==> src/rtl/cic_decimator.sv <==
// CIC decimator front half: N cascaded integrators at the input rate, then
// keeps one sample in R. The output strobe enables the downstream comb chain.
module cic_decimator #(
  parameter int N         = 3,
  parameter int R         = 4,
  parameter int PRECISION = 12,
  parameter int GROWTH    = 6
) (
  input  logic                                clk,
  input  logic                                rst_n,
  input  logic                                clr,
  input  logic                                x_valid,
  input  logic signed [PRECISION-1:0]         x,
  output logic                                y_valid,
  output logic signed [PRECISION+GROWTH-1:0]  y,
  output logic        [7:0]                   phase
);

  localparam int W = PRECISION + GROWTH;
  localparam logic [7:0] LAST_PHASE = 8'(R - 1);

  if (GROWTH < N * $clog2(R)) begin : g_bad_growth
    $error("cic_decimator: GROWTH too small for N stages at ratio R");
  end

  logic signed [W-1:0] acc_q [N];
  logic signed [W-1:0] acc_d [N];
  logic        [7:0]   phase_q, phase_d;
  logic signed [W-1:0] y_q, y_d;
  logic                y_valid_q, y_valid_d;
  logic signed [W-1:0] x_ext;

  assign x_ext = {{GROWTH{x[PRECISION-1]}}, x};

  always_comb begin
    acc_d     = acc_q;
    phase_d   = phase_q;
    y_d       = y_q;
    y_valid_d = 1'b0;
    if (clr) begin
      for (int unsigned k = 0; k < N; k++) acc_d[k] = '0;
      phase_d = '0;
    end else if (x_valid) begin
      // Every stage reads the pre-update value of its predecessor.
      acc_d[0] = acc_q[0] + x_ext;
      for (int unsigned k = 1; k < N; k++) acc_d[k] = acc_q[k] + acc_q[k-1];
      if (phase_q == LAST_PHASE) begin
        phase_d   = '0;
        y_d       = acc_d[N-1];
        y_valid_d = 1'b1;
      end else begin
        phase_d = phase_q + 8'd1;
      end
    end
  end

  always_ff @(posedge clk or negedge rst_n) begin
    if (!rst_n) begin
      for (int unsigned k = 0; k < N; k++) acc_q[k] <= '0;
      phase_q   <= '0;
      y_q       <= '0;
      y_valid_q <= 1'b0;
    end else begin
      for (int unsigned k = 0; k < N; k++) acc_q[k] <= acc_d[k];
      phase_q   <= phase_d;
      y_q       <= y_d;
      y_valid_q <= y_valid_d;
    end
  end

  assign y       = y_q;
  assign y_valid = y_valid_q;
  assign phase   = phase_q;

endmodule

==> config.mk <==
export PLATFORM = sky130hd
export DESIGN_NAME = cic_decimator
export DESIGN_NICKNAME = d
export VERILOG_FILES = /design/src/rtl/cic_decimator.sv
export SDC_FILE = /design/constraint.sdc
export NUM_CORES = 1
export LEC_CHECK = 0
export BUFFER_PORTS_ARGS = -buffer_cell sky130_fd_sc_hd__clkbuf_2
export CORE_MARGIN = 2
export CORE_UTILIZATION = 45
export DETAILED_ROUTE_END_ITERATION = 10
export GPL_ROUTABILITY_DRIVEN = 0
export HOLD_SLACK_MARGIN = 0.06
export PLACE_DENSITY_LB_ADDON = 0.3
export SYNTH_ARGS = -nofsm -noshare
export SYNTH_HDL_FRONTEND = slang
export SYNTH_SLANG_ARGS = --single-unit
==> constraint.sdc <==
create_clock -name clk -period 5.55 [get_ports clk]
set_input_delay 0.2775 -clock clk [delete_from_list [all_inputs] [get_ports clk]]
set_output_delay 0.2775 -clock clk [all_outputs]
set_load 0.02 [all_outputs]
After elaboration in Yosys (flattened, before gate mapping):

Cells that the tools add are included.

* eq/ne operators: 1
* bitwise logic cells: 1
* add/subtract/negate cells: 4
* multiplexer cells: 8
* reduce and logical (&&, ||, !) cells: 2

Operator list (number)
* $mux 54: 2
* $add 18x18->18: 2
* $mux 8: 3
* $add 18x12->18: 1
* $add 8x1->8 const B: 1
* $eq 8x2->1 const B: 1
* $mux 1: 3
* $reduce_and 3->1: 1
* $reduce_bool 2->1: 1
* $not 1->1: 1

* output and inout bits: 27
* input bits: 16
* word-level logic and storage cells: 22
* register bits after elaboration: 81

Depth between registers and ports, before layout:

Gate-level depths: netlist of the first run.

* depth in word-level cells: 4
* gate-level depth with buffers: 10
* depth with buffers taken out: 10

Least setup slack after synthesis of the first run:

OpenSTA, ideal clock, no wires.

* kind: register to register
* start point: register acc_q[18] (netlist bit)
* end point: register y_q[10] (netlist: y[10])
* buffers on the path: 0
* data arrival time: 2.275 ns
* library setup time: 0.125 ns
* slack: 3.150 ns
* period minus slack after synthesis: 2.400 ns
* stages on the path, launching flop included: 10
* data required time: 5.425 ns
* cells stage by stage: dfrtp_1 -> ha_1 -> fa_1 -> a21o_1 -> a21oi_1 -> o21a_1 -> nor2_1 -> o41ai_1 -> xnor2_1 -> mux2_2

* longest elaborated chain between the ends: 1

RTL lines
* from (decl): RTL line 26 `logic signed [W-1:0] acc_q [N];`
* $add 18x18->18: RTL line 46 `for (int unsigned k = 1; k < N; k++) acc_d[k] = acc_q[k] + acc_q[k-1];`
* to (signal assigned): RTL line 66 `y_q <= y_d;`
* to (decl): RTL line 29 `logic signed [W-1:0] y_q, y_d;`

Every way passes these cells.
A chain may end at the register's enable or synchronous reset.

Worst setup path in the final report of the first run:

Ends and elaborated chain as after synthesis.

==> results of run 1 <==
Yosys cell counts (3+ instances only):
cell / n / area [µm²]
sky130_fd_sc_hd__nand2b_1: 7 / 43.8
sky130_fd_sc_hd__a22o_1: 11 / 96.3
sky130_fd_sc_hd__nand2_1: 51 / 191
sky130_fd_sc_hd__inv_1: 16 / 60.1
sky130_fd_sc_hd__mux2_2: 12 / 135
sky130_fd_sc_hd__nand4_1: 11 / 68.8
sky130_fd_sc_hd__o21ai_0: 35 / 175
sky130_fd_sc_hd__dfrtp_1: 81 / 2030
sky130_fd_sc_hd__nor3_1: 9 / 45.0
sky130_fd_sc_hd__a21o_1: 22 / 165
sky130_fd_sc_hd__xnor2_1: 25 / 219
sky130_fd_sc_hd__xor2_1: 15 / 131
sky130_fd_sc_hd__fa_1: 3 / 60.1
sky130_fd_sc_hd__a211o_1: 3 / 26.3
sky130_fd_sc_hd__nor2b_1: 4 / 25.0
sky130_fd_sc_hd__clkbuf_1: 18 / 67.6
sky130_fd_sc_hd__and3_1: 7 / 43.8
sky130_fd_sc_hd__ha_1: 52 / 651
sky130_fd_sc_hd__nor2_1: 51 / 191
sky130_fd_sc_hd__a21oi_1: 41 / 205
sky130_fd_sc_hd__or3_1: 3 / 18.8
sky130_fd_sc_hd__nand3_1: 11 / 55.1
sky130_fd_sc_hd__o21bai_1: 5 / 37.5
sky130_fd_sc_hd__o21ai_1: 13 / 65.1
sky130_fd_sc_hd__mux2i_1: 16 / 160
sky130_fd_sc_hd__a211oi_1: 14 / 105
sky130_fd_sc_hd__o21a_1: 7 / 52.6
where the power goes:
group,internal [mW],switching [mW]
clock network,0.348,0.244
logic,0.215,0.297
registers,0.650,0.0551
metal layers:
layer	vias up	track usage	wire length (µm)
li1	2231	-	-
met3	11	0.0295	299
met5	-	0	0
met4	0	0.0635	191
met1	2110	0.270	6100
met2	62	0.306	5260
worst reg2reg max path, cell delays in order, from the launching register on:
cell                      delay (ns)
sky130_fd_sc_hd__dfrtp_1        0.41
sky130_fd_sc_hd__ha_1           0.24
sky130_fd_sc_hd__fa_1           0.41
sky130_fd_sc_hd__a21o_1         0.20
sky130_fd_sc_hd__a21oi_1        0.28
sky130_fd_sc_hd__o21a_1         0.20
sky130_fd_sc_hd__nor2_1         0.08
sky130_fd_sc_hd__o41ai_1        0.33
sky130_fd_sc_hd__xnor2_1        0.14
sky130_fd_sc_hd__mux2_2         0.27
placed cells by master (no fill, tap or decap), types with 3 or more instances in the layout:
cell type                   count
sky130_fd_sc_hd__nor2_1        50
sky130_fd_sc_hd__clkinv_4       3
sky130_fd_sc_hd__and3_1         7
sky130_fd_sc_hd__nand2_1       51
sky130_fd_sc_hd__fa_1           3
sky130_fd_sc_hd__a211oi_1      14
sky130_fd_sc_hd__nand4_1       11
sky130_fd_sc_hd__buf_4          4
sky130_fd_sc_hd__ha_1          52
sky130_fd_sc_hd__clkbuf_16      9
sky130_fd_sc_hd__mux2i_1       16
sky130_fd_sc_hd__o21a_1         7
sky130_fd_sc_hd__o21bai_1       5
sky130_fd_sc_hd__inv_1         16
sky130_fd_sc_hd__o21ai_1       13
sky130_fd_sc_hd__clkinv_2       3
sky130_fd_sc_hd__xor2_1        15
sky130_fd_sc_hd__dfrtp_1       81
sky130_fd_sc_hd__xnor2_1       25
sky130_fd_sc_hd__mux2_2        12
sky130_fd_sc_hd__a211o_1        3
sky130_fd_sc_hd__nand2b_1       7
sky130_fd_sc_hd__o21ai_0       35
sky130_fd_sc_hd__clkbuf_2      41
sky130_fd_sc_hd__a22o_1        11
sky130_fd_sc_hd__a21oi_1       41
sky130_fd_sc_hd__nor2b_1        4
sky130_fd_sc_hd__a21o_1        22
sky130_fd_sc_hd__or3_1          3
sky130_fd_sc_hd__nor3_1         9
sky130_fd_sc_hd__nand3_1       11
through the flow:
stage	cell area [µm²]	cells	hold slack, ns	power, mW
2_1_floorplan	5560	587	-0.0181	1.10
3_3_place_gp	5890	758	0.461	1.21
3_5_place_dp	5890	758	0.471	1.23
4_1_cts	6190	774	0.154	1.82
5_1_grt	6190	774	0.209	1.92
6_report	6190	774	0.0967	1.81
flip-flops by register name, indices dropped and copies added (netlist names):
register,cells
acc_q,54
phase,8
y,18
y_valid,1
logic make-up (layout without fill, tap and decap cells):
| kind of cell | after synthesis | in the layout | share of synthesized area |
|---|---|---|---|
| AO/OA/AOI/OAI | 181 | 181 | 0.224 |
| AND/OR/NAND/NOR | 162 | 162 | 0.136 |
| flip-flops | 81 | 81 | 0.365 |
| adder cells (fa/ha/maj) | 55 | 55 | 0.128 |
| XOR/XNOR | 41 | 41 | 0.0660 |
| buffers and inverters | 38 | 78 | 0.0264 |
| multiplexers | 29 | 29 | 0.0552 |
final cells by class:
cell class | count | area [µm²]
Multi-Input combinational cell | 468 | 3380
Fill cell | 1103 | 5820
Inverter | 17 | 63.8
Clock inverter | 7 | 71.3
Sequential cell | 81 | 2030
Tap cell | 147 | 184
Timing Repair Buffer | 45 | 235
Clock buffer | 9 | 225
how the worst max path moves through the flow:
stage | to | cells past startpoint | startpoint
2_1_floorplan | y[10]$_DFFE_PN0P_ | 9 | acc_q[18]$_DFFE_PN0P_
3_3_place_gp | acc_q[32]$_DFFE_PN0P_ | 9 | acc_q[18]$_DFFE_PN0P_
3_5_place_dp | y[10]$_DFFE_PN0P_ | 9 | acc_q[18]$_DFFE_PN0P_
4_1_cts | y[10]$_DFFE_PN0P_ | 9 | acc_q[18]$_DFFE_PN0P_
5_1_grt | acc_q[32]$_DFFE_PN0P_ | 9 | acc_q[18]$_DFFE_PN0P_
6_report | y[10]$_DFFE_PN0P_ | 9 | acc_q[18]$_DFFE_PN0P_
==> out/results.ini, run 1 <==
[yosys]
nets_in_the_synthesized_netlist=658
mappedNetlistArea_um2=5560
seq_area_frac_synth=0.365
gate_count_after_technology_mapping=587
synth-edff-count=0
async_reset_ff_frac=1.00
avgSynthCellArea_um2=9.46
yosys_most_used_dff=sky130_fd_sc_hd__dfrtp_1
synthesis_stage_register_bit_count=81
synth_cell_types=62
synth-warning-count=0

[pwr]
irDropWorstVdd_uv=176
leakagePower_nw=3.09
power_per_cell_area_nw_per_um2=292

[worst_setup_path]
critical_path.max_stage_delay_ns=0.41
setup.worst_path.class=register to register
r2r-end=y[10]$_DFFE_PN0P_
crit_path_max_fanout=3
rr_worst_depth=9
timing.critical_path.required_ns=5.78
register_to_register_setup_slack_ns=2.88
critical_path.cell_chain=ha_1 -> fa_1 -> a21o_1 -> a21oi_1 -> o21a_1 -> nor2_1 -> o41ai_1 -> xnor2_1 -> mux2_2
arrival_ns=2.89
r2r-start=acc_q[18]$_DFFE_PN0P_
critical_path.top_delay_family=compound AO/OA/AOI/OAI gates
worst_setup_path_end_kind=register
cp-start-kind=register
slowest_cell_on_the_critical_path=sky130_fd_sc_hd__dfrtp_1
cp.buffers_inverters=0

[placement]
detailedPlacementHpwl_mm=8.67
placement.setup.worst_slack_ns=2.89
io_buffers=42

[global_route]
grt_start_max_net_pins=82
gr-total-overflow=0
grt_pass1_vias=4258
number_of_antenna_violations_at_the_first_check_in_global_routing=0
grt_pass1_wl_mm=20.5
grtUsageTotal=0.192

[die]
floorplan.core_area_um2=12000
floorplan.initialDensity=0.463
die-height_um=115
die_area_um2=13300
io_pins=43
width_of_the_die_um=115
num_rows=40

[timing]
number_of_setup_violations_in_the_final_report=0
report.final.hold_viol_count=0
slew_viol_final=0
timing.final.crit_share=0.480
achievable-frequency_mhz=375
finalWorstPathRequiredPeriod_ns=2.67
max_slew.worst_pin.slew_ns=1.01
maxSlewHeadroom=0.327
rsz0062_at_grt=false
setup_slack_ns=2.88
clock-skew-final_ns=0.00774
setup_total_negative_slack_ns=0

[clock_network]
postCtsSetupBuffers=0
clock_tree.buffer_depth=2
cts.root.buffer_cell=sky130_fd_sc_hd__clkbuf_16
numClockSinks=81
hold_buffers=0
cts_tree=yes
ctsHtreeMaxLevel=3
clk_pin_slew_worst_paths_ns=0.06
number_of_buffers_created_by_cts=9
insertion_delay_ns=0.34
postCtsResizedCells=0

[drt]
via_count=4414
postRouteAntennaNets=0
post-route-drc-count=0
drt_iter0_markers=248
totalWireLength_mm=11.9
first_pass_iters=4
drt-vias-per-instance=5.70
wire_per_inst_um=15.3

[hold_path]
hold_path.class=input pin to asynchronous set/reset pin

[finish]
antenna_cells_inserted=0
layout.nets=693
area_growth_syn_to_layout_pct=11.4
drive_gt1_frac=0.140
finish.utilization=0.515

[job]
max_cap_viol_count=0

[status]
status=finished clean

Power figures use the tool's default switching activity.
==> run 2: changes to the inputs <==
--- a/config.mk
+++ b/config.mk
@@ -5,6 +5,7 @@
 export SDC_FILE = /design/constraint.sdc
 export NUM_CORES = 1
 export LEC_CHECK = 0
+export ABC_AREA = 1
 export BUFFER_PORTS_ARGS = -buffer_cell sky130_fd_sc_hd__clkbuf_2
 export CORE_MARGIN = 2
 export CORE_UTILIZATION = 45
==> constraint.sdc (replaced) <==
create_clock -name clk -period 2.3 [get_ports clk]
set_input_delay 0.115 -clock clk [delete_from_list [all_inputs] [get_ports clk]]
set_output_delay 0.115 -clock clk [all_outputs]
set_load 0.02 [all_outputs]
==> run 2 against run 1 <==
Against the previous run: register-to-register slack worse by 2.6 ns; core utilization down 0.31 points; clock power up 130%; cell count increased by 41%; worst hold slack gained 0.062 ns; via count is 23% higher; critical path type unchanged.
==> out/results.ini, run 2 <==
[status]
status=finished clean

[yosys]
mappedNetlistArea_um2=6020  ; +8.3%
ys_top_cells_by_count=sky130_fd_sc_hd__nand2_1 (324), sky130_fd_sc_hd__dfrtp_1 (81), sky130_fd_sc_hd__inv_1 (77), sky130_fd_sc_hd__nand3_1 (64), sky130_fd_sc_hd__nor2_1 (63)
async_reset_ff_frac=1.00  ; unchanged
yosys_most_used_dff=sky130_fd_sc_hd__dfrtp_1
synth_top_area_frac=0.337  ; -0.0280
nets_in_the_synthesized_netlist=931  ; +41%
avgSynthCellArea_um2=7.00  ; -26%
synth_largest_area_cell=sky130_fd_sc_hd__dfrtp_1
synth_cell_types=36  ; -42%
synth-edff-count=0  ; unchanged
synthesis_stage_register_bit_count=81  ; unchanged
synthTopCellsByArea=sky130_fd_sc_hd__dfrtp_1 (34%), sky130_fd_sc_hd__nand2_1 (20%), sky130_fd_sc_hd__ha_1 (11%), sky130_fd_sc_hd__nand3_1 (5.3%), sky130_fd_sc_hd__inv_1 (4.8%)
synthMostInstantiatedCell=sky130_fd_sc_hd__nand2_1
synth-warning-count=0  ; unchanged
seq_area_frac_synth=0.337  ; -0.0280
gate_count_after_technology_mapping=860  ; +47%

[global_route]
grtUsageTotal=0.216  ; +0.0238
grt_pass1_wl_mm=25.0  ; +22%
grt_pass1_vias=5337  ; +25%
number_of_antenna_violations_at_the_first_check_in_global_routing=0  ; unchanged
gr-total-overflow=0  ; unchanged
grt_start_max_net_pins=53  ; -35%

[timing]
number_of_setup_violations_in_the_final_report=0  ; unchanged
setup_total_negative_slack_ns=0  ; unchanged
clock-skew-final_ns=0.00814  ; +0.000398 ns
report.final.hold_viol_count=0  ; unchanged
timing.final.crit_share=0.868  ; +0.388
setup_slack_ns=0.303  ; -2.58 ns
finalWorstPathRequiredPeriod_ns=2.00  ; -0.668 ns
achievable-frequency_mhz=501  ; +33%
max_slew.worst_pin.slew_ns=0.509  ; -0.500 ns
rsz0062_at_grt=false
maxSlewHeadroom=0.661  ; +0.334
slew_viol_final=0  ; unchanged

[pwr]
leakagePower_nw=3.73  ; +21%
irDropWorstVdd_uv=411  ; +130%
power_per_cell_area_nw_per_um2=612  ; +110%

[die]
die-height_um=120  ; +3.9%
floorplan.core_area_um2=13100  ; +9.4%
floorplan.initialDensity=0.458  ; -0.00450
die_area_um2=14300  ; +8.0%
io_pins=43  ; unchanged
num_rows=42  ; +5.0%
width_of_the_die_um=120  ; +3.9%

[worst_setup_path]
slowest_cell_on_the_critical_path=sky130_fd_sc_hd__dfrtp_1
worst_path_most_repeated_cell=sky130_fd_sc_hd__nand2_1
setup.worst_path.class=register to register
cp.buffers_inverters=2  ; +2
timing.critical_path.required_ns=2.54  ; -3.24 ns
cp-start-kind=register
crit_path_max_fanout=4  ; +1
worst_setup_path_end_kind=register
critical_path.cell_chain=ha_2 -> inv_1 -> fa_1 -> inv_1 -> nand2_1 -> o21ai_2 -> nand2_1 -> nand2_1 -> nand2_1 -> nand2_1 -> nand2_1 -> nand3_1 -> nand2_1
critical_path.max_stage_delay_ns=0.39  ; -0.02 ns
critical_path.top_delay_family=simple AND/OR/NAND/NOR gates
arrival_ns=2.24  ; -0.65 ns

[clock_network]
ctsHtreeMaxLevel=3  ; unchanged
numClockSinks=81  ; unchanged
clk_pin_slew_worst_paths_ns=0.07  ; about the same
cts_tree=yes
cts.root.buffer_cell=sky130_fd_sc_hd__clkbuf_16
postCtsSetupBuffers=0  ; unchanged
insertion_delay_ns=0.35  ; about the same
clock_tree.buffer_depth=2  ; unchanged
number_of_buffers_created_by_cts=9  ; unchanged

[drt]
via_count=5449  ; +23%
totalWireLength_mm=14.2  ; +20%
met3RoutedLength_um=512  ; +71%
drt-vias-per-instance=5.01  ; -12%
top_signal_layer_used=met4
post-route-drc-count=0  ; unchanged
first_pass_iters=4  ; unchanged
wl_met2_mm=6.43  ; +22%
wire_per_inst_um=13.0  ; -15%
drt_iter0_markers=266  ; +7.3%
postRouteAntennaNets=0  ; unchanged
drt-met1-wl_mm=7.04  ; +15%

[finish]
most_common_cell_after_layout_fill_and_taps_aside=sky130_fd_sc_hd__nand2_1
largest_register_ffs=54  ; unchanged
max_flop_register=acc_q
drive_gt1_frac=0.105  ; -0.0351
area_growth_syn_to_layout_pct=11.9
final_cell_mix=sky130_fd_sc_hd__nand2_1 (324), sky130_fd_sc_hd__dfrtp_1 (81), sky130_fd_sc_hd__inv_1 (77), sky130_fd_sc_hd__nand3_1 (64), sky130_fd_sc_hd__nor2_1 (63)
antenna_cells_inserted=0  ; unchanged
layout.nets=978  ; +41%

[job]
max_cap_viol_count=0  ; unchanged

[placement]
io_buffers=42  ; unchanged
placement.setup.worst_slack_ns=0.283  ; -2.61 ns
detailedPlacementHpwl_mm=10.6  ; +23%

[hold_path]
hold_path.class=input pin to register

## run 2: cell types whose count changed in the layout (fill, tap and decap cells not counted), sizes merged, moves of 7 or more
cell and change:
and3 -7, nand4 -8, a21o -22, o21a -7, inv +70, nand2 +277, nand2b -7, mux2i -16
mux2 -13, xnor2 -20, nor2 +19, nand3b +14, a211oi -16, nand3 +57
## run 2: path summary, 6_finish.rpt
| kind | start | endpoint | slack, ns | cells after the start |
|---|---|---|---|---|
| worst min register to register | y[4]$_DFFE_PN0P_ | y[4]$_DFFE_PN0P_ | 0.47 | 2 |
| max in group asynchronous | rst_n | y[17]$_DFFE_PN0P_ | 1.41 | 3 |
| worst max-delay path | acc_q[36]$_DFFE_PN0P_ | acc_q[52]$_DFFE_PN0P_ | 0.30 | 13 |
| min in group asynchronous | rst_n | phase[1]$_DFFE_PN0P_ | 0.27 | 2 |
| worst min-delay path | x[0] | acc_q[36]$_DFFE_PN0P_ | 0.16 | 3 |
| worst max register to register | acc_q[36]$_DFFE_PN0P_ | acc_q[52]$_DFFE_PN0P_ | 0.30 | 13 |
## run 2: final cells by class
cell class | count | area (µm²)
Clock buffer | 11 | 243
Inverter | 86 | 325
Clock inverter | 5 | 40.0
Tap cell | 176 | 220
Sequential cell | 81 | 2030
Timing Repair Buffer | 49 | 285
Multi-Input combinational cell | 680 | 3590
Fill cell | 1297 | 6410
## run 2: kinds of logic after synthesis
group / share of synthesized area
adders and majority gates: 0.118
AOI/OAI and AO/OA: 0.104
and+or+nand+nor: 0.351
xor gates and xnor gates: 0.0218
buffers and inverters: 0.0678
DFF: 0.337
## run 2: tightest hold or removal path: stages
cell	delay, ns
sky130_fd_sc_hd__clkbuf_2	0.10
sky130_fd_sc_hd__ha_2	0.15
sky130_fd_sc_hd__a22o_1	0.11
## run 2: where the power goes
part	switching, mW	internal, mW	leakage [nW]
logic	0.681	0.384	2.50
clock network	0.612	0.767	0.128
registers	0.123	1.55	1.10
## run 2: stage by stage
| step | hold WS (ns) | area (µm²) | utilization | power (mW) | cells |
|---|---|---|---|---|---|
| final | 0.159 | 6730 | 0.512 | 4.12 | 1088 |
| after CTS | 0.120 | 6730 | 0.512 | 4.16 | 1088 |
| after floorplan | -0.181 | 6020 | - | 2.45 | 860 |
| after detailed placement | 0.0901 | 6410 | 0.488 | 2.75 | 1069 |
| after global routing | 0.163 | 6730 | 0.512 | 4.41 | 1088 |
| after global placement | 0.0861 | 6410 | 0.488 | 2.74 | 1069 |
## run 2: per-layer routing
layer / global-route usage / up-vias
li1: - / 2894
met1: 0.291 / 2456
met2: 0.360 / 83
met3: 0.0352 / 16
met4: 0.0625 / 0
met5: 0 / -
## run 2: repair_timing
item,CTS,global route
hold buffers,3,0
endpoints found under the hold margin,30,0
setup endpoints to repair,0,1
resized for setup,0,1
